[src/rtl/fir_n_inverse.sv]
// -----------------------------------------------------------------------------
// fir_n_inverse
//
// Inverse (deconvolution) filter for a monic transversal FIR. Recovers x[n]
// from y[n] = sum_{k=0..DELAYS} b_k*x[n-k] (mod 2^N), where b0 is taken as 1:
//
//     x[n] = y[n] - sum_{k=1..DELAYS} b_k * x[n-k]      (all arithmetic mod 2^N)
//
// A single multiplier is time-shared across the taps by a small FSM:
//   IDLE : accept y_in, latch b, seed acc with y_in
//   ACC  : DELAYS cycles, one tap per cycle: acc -= low_N(b_k * x[n-k])
//   OUT  : present acc on x_out until x_ready, then push it into the history
//
// Ports
//   clk      : clock, rising edge
//   rst      : asynchronous reset, active high
//   y_in     : filtered sample (signed, N bits)
//   y_valid  : y_in valid
//   y_ready  : block can take y_in (IDLE and not in reset)
//   b        : packed taps, b_k = b[(k+1)*N-1 : k*N]; b0 is ignored
//   clr      : synchronous history clear / abort of any in-flight sample
//   x_out    : recovered sample (signed, N bits)
//   x_valid  : x_out valid
//   x_ready  : downstream accepts x_out
// -----------------------------------------------------------------------------
module fir_n_inverse #(
    parameter int DELAYS = 3,
    parameter int N      = 32
) (
    input  logic                    clk,
    input  logic                    rst,
    input  logic [N-1:0]            y_in,
    input  logic                    y_valid,
    output logic                    y_ready,
    input  logic [(DELAYS+1)*N-1:0] b,
    input  logic                    clr,
    output logic [N-1:0]            x_out,
    output logic                    x_valid,
    input  logic                    x_ready
);

    localparam int KW = $clog2(DELAYS + 1);  // holds tap numbers 1..DELAYS
    localparam int IW = $clog2(DELAYS);      // indexes taps 0..DELAYS-1

    typedef enum logic [1:0] {
        IDLE = 2'd0,
        ACC  = 2'd1,
        OUT  = 2'd2
    } state_t;

    state_t                   state_q;
    logic [N-1:0]             acc_q;
    logic [KW-1:0]            k_q;
    logic [DELAYS-1:0][N-1:0] b_reg_q;   // element j holds tap b_(j+1)
    logic [DELAYS-1:0][N-1:0] hist_q;    // element j holds x[n-1-j]

    logic [IW-1:0]            tap_d;
    logic [N-1:0]             prod_d;
    logic [N-1:0]             acc_d;

    // b0 is fixed at 1 by construction of the forward filter, so its bits are
    // deliberately not used.
    logic                     b0_unused;
    assign b0_unused = ^b[N-1:0];

    // Tap k pairs b_k with x[n-k], both stored at index k-1. The N-bit product
    // keeps only the low N bits, which is identical for signed and unsigned
    // operands, so no sign handling is needed anywhere in the datapath.
    assign tap_d  = IW'(k_q - KW'(1));
    assign prod_d = b_reg_q[tap_d] * hist_q[tap_d];
    assign acc_d  = acc_q - prod_d;

    always_ff @(posedge clk or posedge rst) begin
        if (rst) begin
            state_q <= IDLE;
            acc_q   <= '0;
            k_q     <= KW'(1);
            b_reg_q <= '0;
            hist_q  <= '0;
        end else if (clr) begin
            // Abort wins over any handshake in the same cycle.
            state_q <= IDLE;
            acc_q   <= '0;
            k_q     <= KW'(1);
            hist_q  <= '0;
        end else begin
            unique case (state_q)
                IDLE: begin
                    if (y_valid) begin
                        acc_q   <= y_in;
                        b_reg_q <= b[(DELAYS+1)*N-1:N];
                        k_q     <= KW'(1);
                        state_q <= ACC;
                    end
                end
                ACC: begin
                    acc_q <= acc_d;
                    if (k_q == KW'(DELAYS)) begin
                        k_q     <= KW'(1);
                        state_q <= OUT;
                    end else begin
                        k_q <= k_q + KW'(1);
                    end
                end
                OUT: begin
                    if (x_ready) begin
                        hist_q  <= {hist_q[DELAYS-2:0], acc_q};
                        state_q <= IDLE;
                    end
                end
                default: begin
                    state_q <= IDLE;
                end
            endcase
        end
    end

    // Outputs decode straight from registers; y_ready also drops combinationally
    // with rst so nothing is accepted while reset is held.
    assign y_ready = (state_q == IDLE) && !rst;
    assign x_valid = (state_q == OUT);
    assign x_out   = acc_q;

endmodule

[config.mk]
export PLATFORM = sky130hd
export DESIGN_NAME = fir_n_inverse
export DESIGN_NICKNAME = d
export VERILOG_FILES = /design/src/rtl/fir_n_inverse.sv
export SDC_FILE = /design/constraint.sdc
export NUM_CORES = 2
export LEC_CHECK = 0
export ABC_AREA = 0
export BUFFER_PORTS_ARGS = -buffer_cell sky130_fd_sc_hd__clkbuf_2
export CAP_MARGIN = 20
export CORE_MARGIN = 1
export CORE_UTILIZATION = 45
export DETAILED_ROUTE_END_ITERATION = 8
export GPL_ROUTABILITY_DRIVEN = 0
export SLEW_MARGIN = 20
export SYNTH_ARGS = -nofsm -noshare
export SYNTH_HDL_FRONTEND = slang
export SYNTH_SLANG_ARGS = --single-unit
[constraint.sdc]
create_clock -name clk -period 13.7 [get_ports clk]
set_input_delay 0.685 -clock clk [delete_from_list [all_inputs] [get_ports clk]]
set_output_delay 0.685 -clock clk [all_outputs]
set_load 0.02 [all_outputs]
After elaboration in Yosys (flattened, before gate mapping)
Index checks and enable logic that the tools add are counted.
- multiplexer cells: 18
- equal/unequal tests: 6
- reductions and logical operators: 10
- $add $sub $neg: 3
- $lt $le $gt $ge: 1
- bitwise operators: 1
- multiply operators: 1
- operators with widths (cell ; count):
    two-way mux 96 bit ; 3
    binary-select mux 32 bit (select 2 bit) ; 2
    two-way mux 32 bit ; 4
    one-hot mux 32 bit (2 select lines) ; 1
    multiplier 32 x 32 -> 32 bit ; 1
    subtractor 32 bit ; 1
    two-way mux 2 bit ; 6
    inequality test 3 bit, second input constant ; 2
    one-hot mux 2 bit (3 select lines) ; 1
    AND reduction 3 bit ; 2
    == test 2 bit, second input constant ; 2
    one-hot mux 2 bit (2 select lines) ; 1
    AND reduction 2 bit ; 2
    nonzero test 2 bit ; 2
    less-than comparator 2 x 3 -> 1 bit, second input constant ; 1
    inequality test 3 x 2 -> 1 bit, second input constant ; 1
    nonzero test 3 bit ; 1
    adder 2 x 1 -> 2 bit, second input constant ; 1
    == test 2 x 1 -> 1 bit, second input constant ; 1
    logical NOT 2 bit ; 1
    subtractor 2 x 1 -> 2 bit, second input constant ; 1
    logical AND 1 bit ; 1
    logical NOT 1 bit ; 1
    NOT 1 bit ; 1
- word-level logic and storage cells: 49
- output and inout port bits: 34
- flip-flop bits (word level): 228
- input bits: 165

Logic depth before layout (Yosys ltp)
- depth after elaboration: 7
- mapped depth: 37
- depth with buffers taken out: 31

Worst setup path after synthesis
No wires, ideal clock.
- kind: flip-flop to flip-flop
- start point: register k_q[0]
- end point: register acc_q[28] (netlist: x_out[28])
- cell stages (with the launch flop): 32
- period minus slack after synthesis: 8.496 ns
- setup slack: 5.204 ns
- arrival: 8.372 ns
- setup time: 0.125 ns
- cell sequence: dfstp_2 -> buf_2 -> buf_2 -> buf_2 -> buf_2 -> buf_1 -> clkbuf_1 -> a22o_1 -> clkbuf_1 -> nand2_1 -> fa_1 -> fa_1 -> fa_1 -> inv_1 -> fa_1 -> fa_1 -> inv_1 -> fa_1 -> fa_1 -> inv_1 -> fa_1 -> inv_1 -> ha_1 -> nand3_1 -> nor2_1 -> and4_1 -> o21ai_0 -> a21oi_1 -> o31a_1 -> o41ai_1 -> mux2i_1 -> nand2_1
- cells in the longest elaborated chain, start to end: 7
- elaborated cells on any way between the ends: 9
- classes of those cells: 2 x add/sub; 1 x mul; 6 x mux
- RTL lines (what ; line ; source):
    start, declared ; 53 ; logic [KW-1:0] k_q;
    start signal, assigned ; 102 ; k_q <= k_q + KW'(1);
    subtractor 2 x 1 -> 2 bit (*) ; 69 ; assign tap_d = IW'(k_q - KW'(1));
    binary-select mux 32 bit (select 2 bit) ; 70 ; assign prod_d = b_reg_q[tap_d] * hist_q[tap_d];
    two-way mux 32 bit (not written as such) ; 70 ;
    multiplier 32 x 32 -> 32 bit (*) ; 70 ;
    subtractor 32 bit (*) ; 71 ; assign acc_d = acc_q - prod_d;
    one-hot mux 32 bit (2 select lines) (*) ; 87 ; unique case (state_q)
    two-way mux 32 bit (*) ; 80 ; end else if (clr) begin
    end signal, assigned ; 90 ; acc_q <= y_in;
    end, declared ; 52 ; logic [N-1:0] acc_q;
Every way passes the cells marked *; elsewhere a longest branch is shown, timed or not. The select of a mux whose other input is x is not followed.
A chain may end at the register's enable or synchronous reset.

Worst setup path after layout
- start point: register k_q[0]
- end point: register acc_q[30] (netlist: x_out[30])
The elaborated chain is that of the path after synthesis.

==> results.toml <==
[setup_path]
r2r_cells = 30
r2r_slack_ns = 3.00
end_kind = "register"
slowest_delay_ns = 0.98
crit_end = "x_out[30]"
critPathLaunchType = "register"
crit_required_ns = 14.19
cp-startpoint = "k_q[0]"
crit_top_cell = "fa_1"
r2r_end = "x_out[30]"
worstSetupPathType = "reg2reg"
crit_fanout = 56
slowest_stage = "dfstp_4"
arrival_ns = 11.19
r2r-start = "k_q[0]"

[synth]
synthesis.nets = 3508
synthArstFlopShare_pct = 100.0
synthTopCellsByCount = "inv_1, fa_1, nand2_1, dfrtp_1, nor2_1"
synth_cell_type_count = 60
ys.flop_type = "dfrtp_1"
synth_area_leaders = "fa_1, dfrtp_1, inv_1"
syn-cell-area_mm2 = 0.02702
synth-edff-count = 0
synth_area_per_cell_um2 = 9.817
synth_seq_area_share_pct = 21.12
synth_area_leader_cell = "fa_1"
postSynthCellCount = 2752
yosys_warnings = 0
ys_ff_latch = 228
yosysMostFrequentCell = "inv_1"
synthDominantCellAreaShare_pct = 32.83

[grt]
grt_pass1_wl_um = 128000
track_usage_pct = 28.01
grt_max_degree = 97
grt_overflow = 0
grt_pass1_vias = 21700
antenna_found_initial = 7

[clocking]
cts-htree-levels = 1
cts_resized = 0
clock_latency_ns = 0.60
clock-sinks = 228
hold_buffers = 0
cts_tree = "built"
path_clk_slew_ns = 0.07
max-clock-path-buffers = 3
clock-root-buffer = "clkbuf_16"
postCtsSetupBuffers = 0
cts_made_buffers = 28

[final_layout]
nets = 3617
fin_util_pct = 50.28
drive_gt1_share_pct = 15.95
n_fill_cell = 5465
fin_cells = 3656
multi_input_area_mm2 = 0.01879
final_cell_area_mm2 = 0.02973
final-seq-area_mm2 = 0.005710
area_growth_pct = 10.04

[place]
dp_hpwl_um = 62890
pre_cts_slack_ns = 3.165
dp.cells = 3604
portBuffers = 166
postPlaceCellArea_mm2 = 0.02876

[timing]
rsz0062_at_grt = "no"
hold_slack_ns = 0.1532
setup_viol = 0
fin_ws_ns = 2.996
slew_viol_final = 0
finClkSkew_ns = 0.05717
period_needed_ns = 10.70
fmax_mhz = 93.42
post-route-period-util_pct = 78.13
tightest_slew_ns = 1.105
slew_headroom_pct = 26.34
fin_setup_tns_ns = 0
hold_viol = 0

[die]
die_x_um = 247.0
die-area_mm2 = 0.06102
rows = 89
die_h_um = 247.0
initial_utilization_pct = 45.69
core_mm2 = 0.05913
num_io_pins = 199

[routing]
dr_total_vias = 20310
drt_pre_antenna_iters = 6
drc = 0
drt_iter0_drc = 1508
drtAntennaViolNets = 0
drt_wl_total_um = 81960
wl_per_cell_um = 22.42
via_per_inst = 5.556

[pwr]
p_total_mw = 4.174
vdd_drop_max_v = 0.0001491
power.density_mw_per_mm2 = 140.4
p_leak_nw = 14.13

[flow_run]
maxCapViolations = 0

[run_status]
outcome = "finished, final reports clean"

[hold_path]
hold_class = "in2async"
-- worst min-delay path by stage --
stage,startpoint,endpoint
2_1_floorplan,hist_q[72],hist_q[72]
3_3_place_gp,hist_q[85],hist_q[85]
3_5_place_dp,hist_q[95],hist_q[95]
4_1_cts,rst,x_out[31]
5_1_grt,rst,x_out[31]
6_report,rst,x_out[31]
-- final cells by class --
cell class                 count  area share, %
tap                          773          3.253
multi-input combinational   1838          63.21
clock buffer                  31          2.428
timing repair buffer         221          4.196
inverter                     544          6.893
antenna                        6        0.05050
sequential                   228          19.21
clock inverter                15         0.7617
-- where the power goes --
group	switching, mW	total, mW	internal [mW]
clock network	0.315	0.773	0.458
logic	1.56	2.46	0.896
registers	0.159	0.941	0.782
total	2.04	4.17	2.14
-- metal layers --
| metal | global-route usage (%) | wire, um |
|---|---|---|
| met5 | 0 | 0 |
| met4 | 9.949 | 3012 |
| met3 | 4.732 | 6070 |
| met2 | 45.98 | 39230 |
| met1 | 37.28 | 33650 |
-- layout by cell type (no fill, tap or decap), types with 4 or more instances in the layout --
cell / Yosys / layout
clkbuf_16: 0 / 28
inv_1: 543 / 542
mux2_4: 4 / 4
xor2_1: 18 / 18
o2bb2ai_1: 6 / 6
o21a_1: 8 / 8
and2_1: 30 / 30
o31ai_1: 8 / 8
nor4_1: 6 / 6
fa_1: 443 / 443
nand4_1: 4 / 4
dfrtp_1: 227 / 227
inv_6: 0 / 4
a21o_1: 14 / 14
a21oi_2: 2 / 4
nand2b_1: 31 / 30
bufinv_16: 0 / 4
nor3b_1: 13 / 13
mux2i_2: 0 / 4
o21ai_0: 39 / 38
a22oi_1: 26 / 25
nor3_1: 6 / 6
a22o_1: 139 / 138
mux2_2: 140 / 140
a22oi_2: 4 / 5
xnor2_1: 60 / 60
nand2_1: 341 / 341
buf_4: 2 / 54
or2_2: 12 / 12
ha_1: 148 / 147
clkbuf_2: 0 / 166
nand3_1: 4 / 4
nor2_1: 206 / 204
mux2i_1: 31 / 27
diode_2: 0 / 6
a21oi_1: 46 / 42
and3_1: 8 / 8
o22ai_2: 0 / 7
-- state kept, by name (all words and copies together) (netlist names) --
signal,count
k_q,2
b_reg_q,96
state_q,2
x_out,32
hist_q,96
-- critical path, delay by kind of cell, from the launching register on --
| kind | cells | cell delay (ns) |
|---|---|---|
| compound gates | 8 | 3.17 |
| mux | 1 | 0.27 |
| simple gates | 3 | 0.47 |
| buf+inv | 8 | 1.32 |
| flops | 1 | 0.98 |
| fa+ha+maj | 10 | 4.28 |
-- logic make-up (layout without fill, tap and decap cells) --
group,Yosys count,count (layout),synth area share (%)
other,0,6,0
XOR/XNOR,80,80,2.672
AND/OR/NAND/NOR,666,666,10.39
flip-flops,228,228,21.12
buffers and inverters,686,811,9.804
multiplexers,177,177,7.289
adder cells (fa/ha/maj),591,591,39.68
AO/OA/AOI/OAI,324,324,9.045
Power figures use the tool's default switching activity.
